File: src/rtl/mips_multicycle_ctrl.sv
// Multicycle MIPS main control FSM: fetch/decode/execute/memory/writeback
// sequencing for lw, sw, R-type, beq, addi and j with a bounded memory wait.
module mips_multicycle_ctrl #(
   parameter int TIMEOUT = 16,
   parameter int CNT_W   = 5
) (
   input  logic       clk,
   input  logic       reset,
   input  logic [5:0] Op,
   input  logic       mem_ready,
   output logic       IorD,
   output logic       IRWrite,
   output logic       MemWrite,
   output logic       PCWrite,
   output logic       Branch,
   output logic [1:0] PCSrc,
   output logic       ALUSrcA,
   output logic [1:0] ALUSrcB,
   output logic [1:0] ALUOp,
   output logic       RegDst,
   output logic       MemtoReg,
   output logic       RegWrite,
   output logic       illegal_op,
   output logic       bus_err,
   output logic [3:0] state_dbg
);

   typedef enum logic [3:0] {
      S_FETCH   = 4'd0,  S_DECODE = 4'd1,  S_MEMADR = 4'd2,  S_MEMRD  = 4'd3,
      S_MEMWB   = 4'd4,  S_MEMWR  = 4'd5,  S_EXECUTE = 4'd6, S_ALUWB  = 4'd7,
      S_BRANCH  = 4'd8,  S_ADDIEX = 4'd9,  S_ADDIWB = 4'd10, S_JUMP   = 4'd11
   } state_t;

   localparam logic [5:0] OP_LW   = 6'b100011;
   localparam logic [5:0] OP_SW   = 6'b101011;
   localparam logic [5:0] OP_RTYP = 6'b000000;
   localparam logic [5:0] OP_BEQ  = 6'b000100;
   localparam logic [5:0] OP_ADDI = 6'b001000;
   localparam logic [5:0] OP_J    = 6'b000010;

   state_t           state, state_next;
   logic [CNT_W-1:0] cnt, cnt_next;
   logic             bus_err_q;
   logic             wait_st, expired;

   // Wait-state detection and memory timeout; mem_ready on the expiry cycle wins.
   always_comb begin
      wait_st = (state == S_FETCH) || (state == S_MEMRD) || (state == S_MEMWR);
      expired = (TIMEOUT != 0) && wait_st && !mem_ready &&
                (cnt == CNT_W'(TIMEOUT - 1));
   end

   // Next-state and wait-counter computation.
   always_comb begin
      state_next = S_FETCH;
      case (state)
         S_FETCH:   if (!expired && mem_ready) state_next = S_DECODE;
                    else                       state_next = S_FETCH;
         S_DECODE: begin
            case (Op)
               OP_LW, OP_SW: state_next = S_MEMADR;
               OP_RTYP:      state_next = S_EXECUTE;
               OP_BEQ:       state_next = S_BRANCH;
               OP_ADDI:      state_next = S_ADDIEX;
               OP_J:         state_next = S_JUMP;
               default:      state_next = S_FETCH;
            endcase
         end
         S_MEMADR:  if (Op == OP_SW) state_next = S_MEMWR;
                    else             state_next = S_MEMRD;
         S_MEMRD:   if (expired)        state_next = S_FETCH;
                    else if (mem_ready) state_next = S_MEMWB;
                    else                state_next = S_MEMRD;
         S_MEMWR:   if (expired || mem_ready) state_next = S_FETCH;
                    else                      state_next = S_MEMWR;
         S_EXECUTE: state_next = S_ALUWB;
         S_ADDIEX:  state_next = S_ADDIWB;
         default:   state_next = S_FETCH;
      endcase
      // A timeout re-entering FETCH counts as a fresh entry, so the counter restarts.
      if (!wait_st || mem_ready || expired || (state_next != state)) begin
         cnt_next = '0;
      end else begin
         cnt_next = cnt + CNT_W'(1);
      end
   end

   // State, wait counter and sticky bus error.
   always_ff @(posedge clk) begin
      if (reset) begin
         state     <= S_FETCH;
         cnt       <= '0;
         bus_err_q <= 1'b0;
      end else begin
         state <= state_next;
         cnt   <= cnt_next;
         if (expired) bus_err_q <= 1'b1;
         else         bus_err_q <= bus_err_q;
      end
   end

   // Per-state control decode; reset forces every output low.
   always_comb begin
      {IorD, IRWrite, MemWrite, PCWrite, Branch, PCSrc, ALUSrcA, ALUSrcB,
       ALUOp, RegDst, MemtoReg, RegWrite, illegal_op} = 16'b0;
      if (reset) begin
         bus_err   = 1'b0;
         state_dbg = 4'd0;
      end else begin
         bus_err   = bus_err_q;
         state_dbg = state;
         case (state)
            S_FETCH: begin
               ALUSrcB = 2'b01;
               IRWrite = mem_ready;
               PCWrite = mem_ready;
            end
            S_DECODE: begin
               ALUSrcB = 2'b11;
               case (Op)
                  OP_LW, OP_SW, OP_RTYP, OP_BEQ, OP_ADDI, OP_J: illegal_op = 1'b0;
                  default:                                      illegal_op = 1'b1;
               endcase
            end
            S_MEMADR, S_ADDIEX: begin
               ALUSrcA = 1'b1;
               ALUSrcB = 2'b10;
            end
            S_MEMRD:  IorD = 1'b1;
            S_MEMWB: begin
               MemtoReg = 1'b1;
               RegWrite = 1'b1;
            end
            S_MEMWR: begin
               IorD     = 1'b1;
               MemWrite = 1'b1;
            end
            S_EXECUTE: begin
               ALUSrcA = 1'b1;
               ALUOp   = 2'b10;
            end
            S_ALUWB: begin
               RegDst   = 1'b1;
               RegWrite = 1'b1;
            end
            S_BRANCH: begin
               ALUSrcA = 1'b1;
               ALUOp   = 2'b01;
               PCSrc   = 2'b01;
               Branch  = 1'b1;
            end
            S_ADDIWB: RegWrite = 1'b1;
            S_JUMP: begin
               PCSrc   = 2'b10;
               PCWrite = 1'b1;
            end
            default: state_dbg = state;
         endcase
      end
   end

endmodule

File: config.mk
export PLATFORM = sky130hd
export DESIGN_NAME = mips_multicycle_ctrl
export DESIGN_NICKNAME = d
export VERILOG_FILES = /design/src/rtl/mips_multicycle_ctrl.sv
export SDC_FILE = /design/constraint.sdc
export NUM_CORES = 1
export LEC_CHECK = 0
export ABC_AREA = 1
export BUFFER_PORTS_ARGS = -buffer_cell sky130_fd_sc_hd__buf_2
export CORE_AREA = 2 2 43 45
export DETAILED_ROUTE_END_ITERATION = 12
export DIE_AREA = 0 0 45 47
export PLACE_DENSITY = 0.85
export SYNTH_ARGS = -nofsm -noshare
export SYNTH_HDL_FRONTEND = slang
export SYNTH_SLANG_ARGS = --single-unit
File: constraint.sdc
create_clock -name clk -period 2.8 [get_ports clk]
set_clock_uncertainty 0.05 [all_clocks]
set_input_delay 0.14 -clock clk [delete_from_list [all_inputs] [get_ports clk]]
set_output_delay 0.14 -clock clk [all_outputs]
set_load 0.02 [all_outputs]
==> load_flow_metrics.sql <==
INSERT INTO impl_metrics (metric_group, metric, value, unit) VALUES
('synth', 'synth_xor_area_share', '2.20', '%'),
('sta', 'tightestPinTransition', '378', 'ps'),
('pwr', 'vdd_ir_drop_max', '0.000317', 'V'),
('run_status', 'run_status', 'finished clean', ''),
('routing', 'vias', '893', ''),
('pwr', 'power_per_cell_area', '314', 'nW/um^2'),
('pwr', 'static-leakage-power', '0.512', 'nW'),
('hold_path', 'whs_path_depth', '2', ''),
('synth', 'seq_area_frac_synth', '25.2', '%'),
('setup_path', 'slowest_delay', '450', 'ps'),
('clock_network', 'numCtsBuffers', '3', ''),
('setup_path', 'cp-start-kind', 'flop', ''),
('final_layout', 'num-nets-final', '172', ''),
('sta', 'worst_setup_slack_final', '1120', 'ps'),
('synth', 'yosys-mux-area-fraction', '0', '%'),
('pwr', 'net-switching-power', '0.0872', 'mW'),
('sta', 'final.setup.tns', '0', 'ps'),
('pwr', 'power.clock.fraction', '31.7', '%'),
('global_routing', 'first_global_vias', '746', ''),
('hold_path', 'hold-path-endpoint', 'state[2]', ''),
('synth', 'synth.lib_cells_used.distinct', '29', ''),
('clock_network', 'clock_tree.htree_level_count', '1', ''),
('setup_path', 'crit_path_max_fanout', '6', ''),
('floorplanning', 'row_count', '15', ''),
('setup_path', 'worstRegToRegCells', '8', ''),
('setup_path', 'number_of_buffers_and_inverters_on_the_critical_path', '3', ''),
('floorplanning', 'initial_utilization', '48.1', '%'),
('placement', 'dp.final_hpwl', '1450', 'um'),
('sta', 'max_clock_freq', '0.597', 'GHz'),
('setup_path', 'cp_slowest_cell', 'dfxtp_1', ''),
('synth', 'compound_gate_portion_of_the_synthesized_area', '10.6', '%'),
('final_layout', 'regArea', '200', 'um^2'),
('synth', 'net_count_after_synthesis', '142', ''),
('sta', 'tightest_slew_margin_relative_to_the_limit', '74.8', '%'),
('global_routing', 'grt.overflow.total', '0', ''),
('global_routing', 'largest_net_degree_at_the_start_of_global_routing', '23', ''),
('synth', 'synth_edf_count', '0', ''),
('placement', 'dpl_cell_area', '935', 'um^2'),
('synth', 'largest_family_of_logic_cells_by_synthesized_area', 'simple AND/OR/NAND/NOR gates', ''),
('sta', 'final-max-slew-violation-count', '0', ''),
('final_layout', 'proportion_of_layout_cells_with_a_drive_suffix_above_1', '30.8', '%'),
('clock_network', 'max-clock-path-buffers', '2', ''),
('sta', 'final.period_utilization', '59.9', '%'),
('floorplanning', 'die_width', '45', 'um'),
('placement', 'numPortBuffers', '29', ''),
('setup_path', 'crit_type', 'flop to output port', ''),
('placement', 'placedCellCount', '173', ''),
('setup_path', 'worst_setup_path_end_kind', 'output port', ''),
('clock_network', 'clk_pin_slew_worst_setup_hold_paths', '60', 'ps'),
('global_routing', 'grtUsageTotal', '18.8', '%'),
('synth', 'yosysTopAreaCell', 'dfxtp_1', ''),
('clock_network', 'insertion_delay', '270', 'ps'),
('routing', 'drt_iter0_drc', '9', ''),
('final_layout', 'multi_input_area', '478', 'um^2'),
('synth', 'synth_area_leaders', 'dfxtp_1 25%, nor2_1 15%, inv_1 8.5%', ''),
('global_routing', 'grt_pass1_wl', '2910', 'um'),
('final_layout', 'layout.cells.non_filler', '176', ''),
('setup_path', 'critical_path.reg2reg.startpoint', 'cnt[0]', ''),
('synth', 'synth_largest_type_area_fraction', '25.2', '%'),
('routing', 'finalWirelength', '1760', 'um'),
('synth', 'synthFlopType', 'dfxtp_1', ''),
('final_layout', 'stdcell_area', '957', 'um^2'),
('sta', 'report.final.hold_viol_count', '0', ''),
('sta', 'report.final.setup_viol', '0', ''),
('routing', 'postRouteAntennaNets', '0', ''),
('hold_path', 'worstHoldStart', 'reset', ''),
('final_layout', 'syn_to_final_growth', '20.5', '%'),
('synth', 'synth-warning-count', '0', ''),
('clock_network', 'cts.repair.resized', '0', ''),
('synth', 'total_standard_cell_area_after_synthesis', '795', 'um^2'),
('setup_path', 'crit_path_frequent_cell', 'inv_2', '');
cell type report:
type / count / area share, %
Sequential cell: 10 / 20.9
Tap cell: 17 / 2.22
Inverter: 24 / 9.41
Multi-Input combinational cell: 93 / 49.9
Clock buffer: 3 / 2.35
Timing Repair Buffer: 29 / 15.2
flip-flops by register name, indices dropped and copies added (netlist names):
name / count
state: 4
bus_err_q: 1
cnt: 5
synth_stat cells, types with 3 or more instances:
library cell	number
nor3_1	3
nand3_1	13
inv_1	18
dfxtp_1	10
a21oi_1	4
nand2_2	3
nor2_1	32
nor2_2	4
nand2_1	15
inv_2	5
worst reg2reg max path: stages (launching register included):
cell and delay, ps:
dfxtp_1 320, ha_1 220, and3_1 190, ha_1 200
inv_1 90, nand3_1 110, o211ai_1 110, nor2_1 60
nor2_1 70
layout by cell type (no fill, tap or decap):
| master | count |
|---|---|
| a21oi_1 | 4 |
| a21oi_2 | 2 |
| a221oi_1 | 1 |
| a31oi_1 | 2 |
| and2_1 | 1 |
| and3_1 | 1 |
| buf_2 | 29 |
| clkbuf_4 | 3 |
| clkinv_1 | 1 |
| dfxtp_1 | 10 |
| ha_1 | 2 |
| inv_1 | 18 |
| inv_2 | 5 |
| nand2_1 | 15 |
| nand2_2 | 3 |
| nand3_1 | 13 |
| nand3_2 | 2 |
| nand4_1 | 1 |
| nand4_2 | 1 |
| nor2_1 | 32 |
| nor2_2 | 4 |
| nor3_1 | 3 |
| o211ai_1 | 1 |
| o21ai_0 | 1 |
| o22ai_1 | 2 |
| xnor2_1 | 1 |
| xor2_1 | 1 |
power by group through the flow:
stage | Combinational, mW | Clock, mW | Sequential [mW]
after floorplan | 0.0395 | 0 | 0.151
after CTS | 0.0568 | 0.0967 | 0.149
after global routing | 0.0630 | 0.104 | 0.149
after detailed placement | 0.0564 | 0 | 0.152
final | 0.0566 | 0.0954 | 0.149
after global placement | 0.0549 | 0 | 0.152
worst max path at each step:
stage / startpoint / endpoint / slack [ps] / cells past startpoint
finish: state[0] / illegal_op / 1120 / 7
detailed placement: cnt[0] / state[2] / 1330 / 8
floorplan: state[3] / PCSrc[0] / 840 / 5
CTS: state[1] / IorD / 1130 / 7
global placement: state[0] / illegal_op / 1410 / 7
global route: state[1] / IorD / 970 / 7
cell families after synthesis:
family,after synthesis
xor gates and xnor gates,2
DFF,10
buffers and inverters,28
and+or+nand+nor,76
adders and majority gates,2
AOI/OAI and AO/OA,13
routing by layer:
layer	up-vias	share of wire [%]	track usage (%)	routed length, um
met5	-	0	0	0
met4	0	1.6	4.71	28
met3	5	6.4	5.77	113
met2	27	51	36.3	891
met1	386	41	19.6	728
li1	475	-	-	-
(Power assumes the default switching activity.)
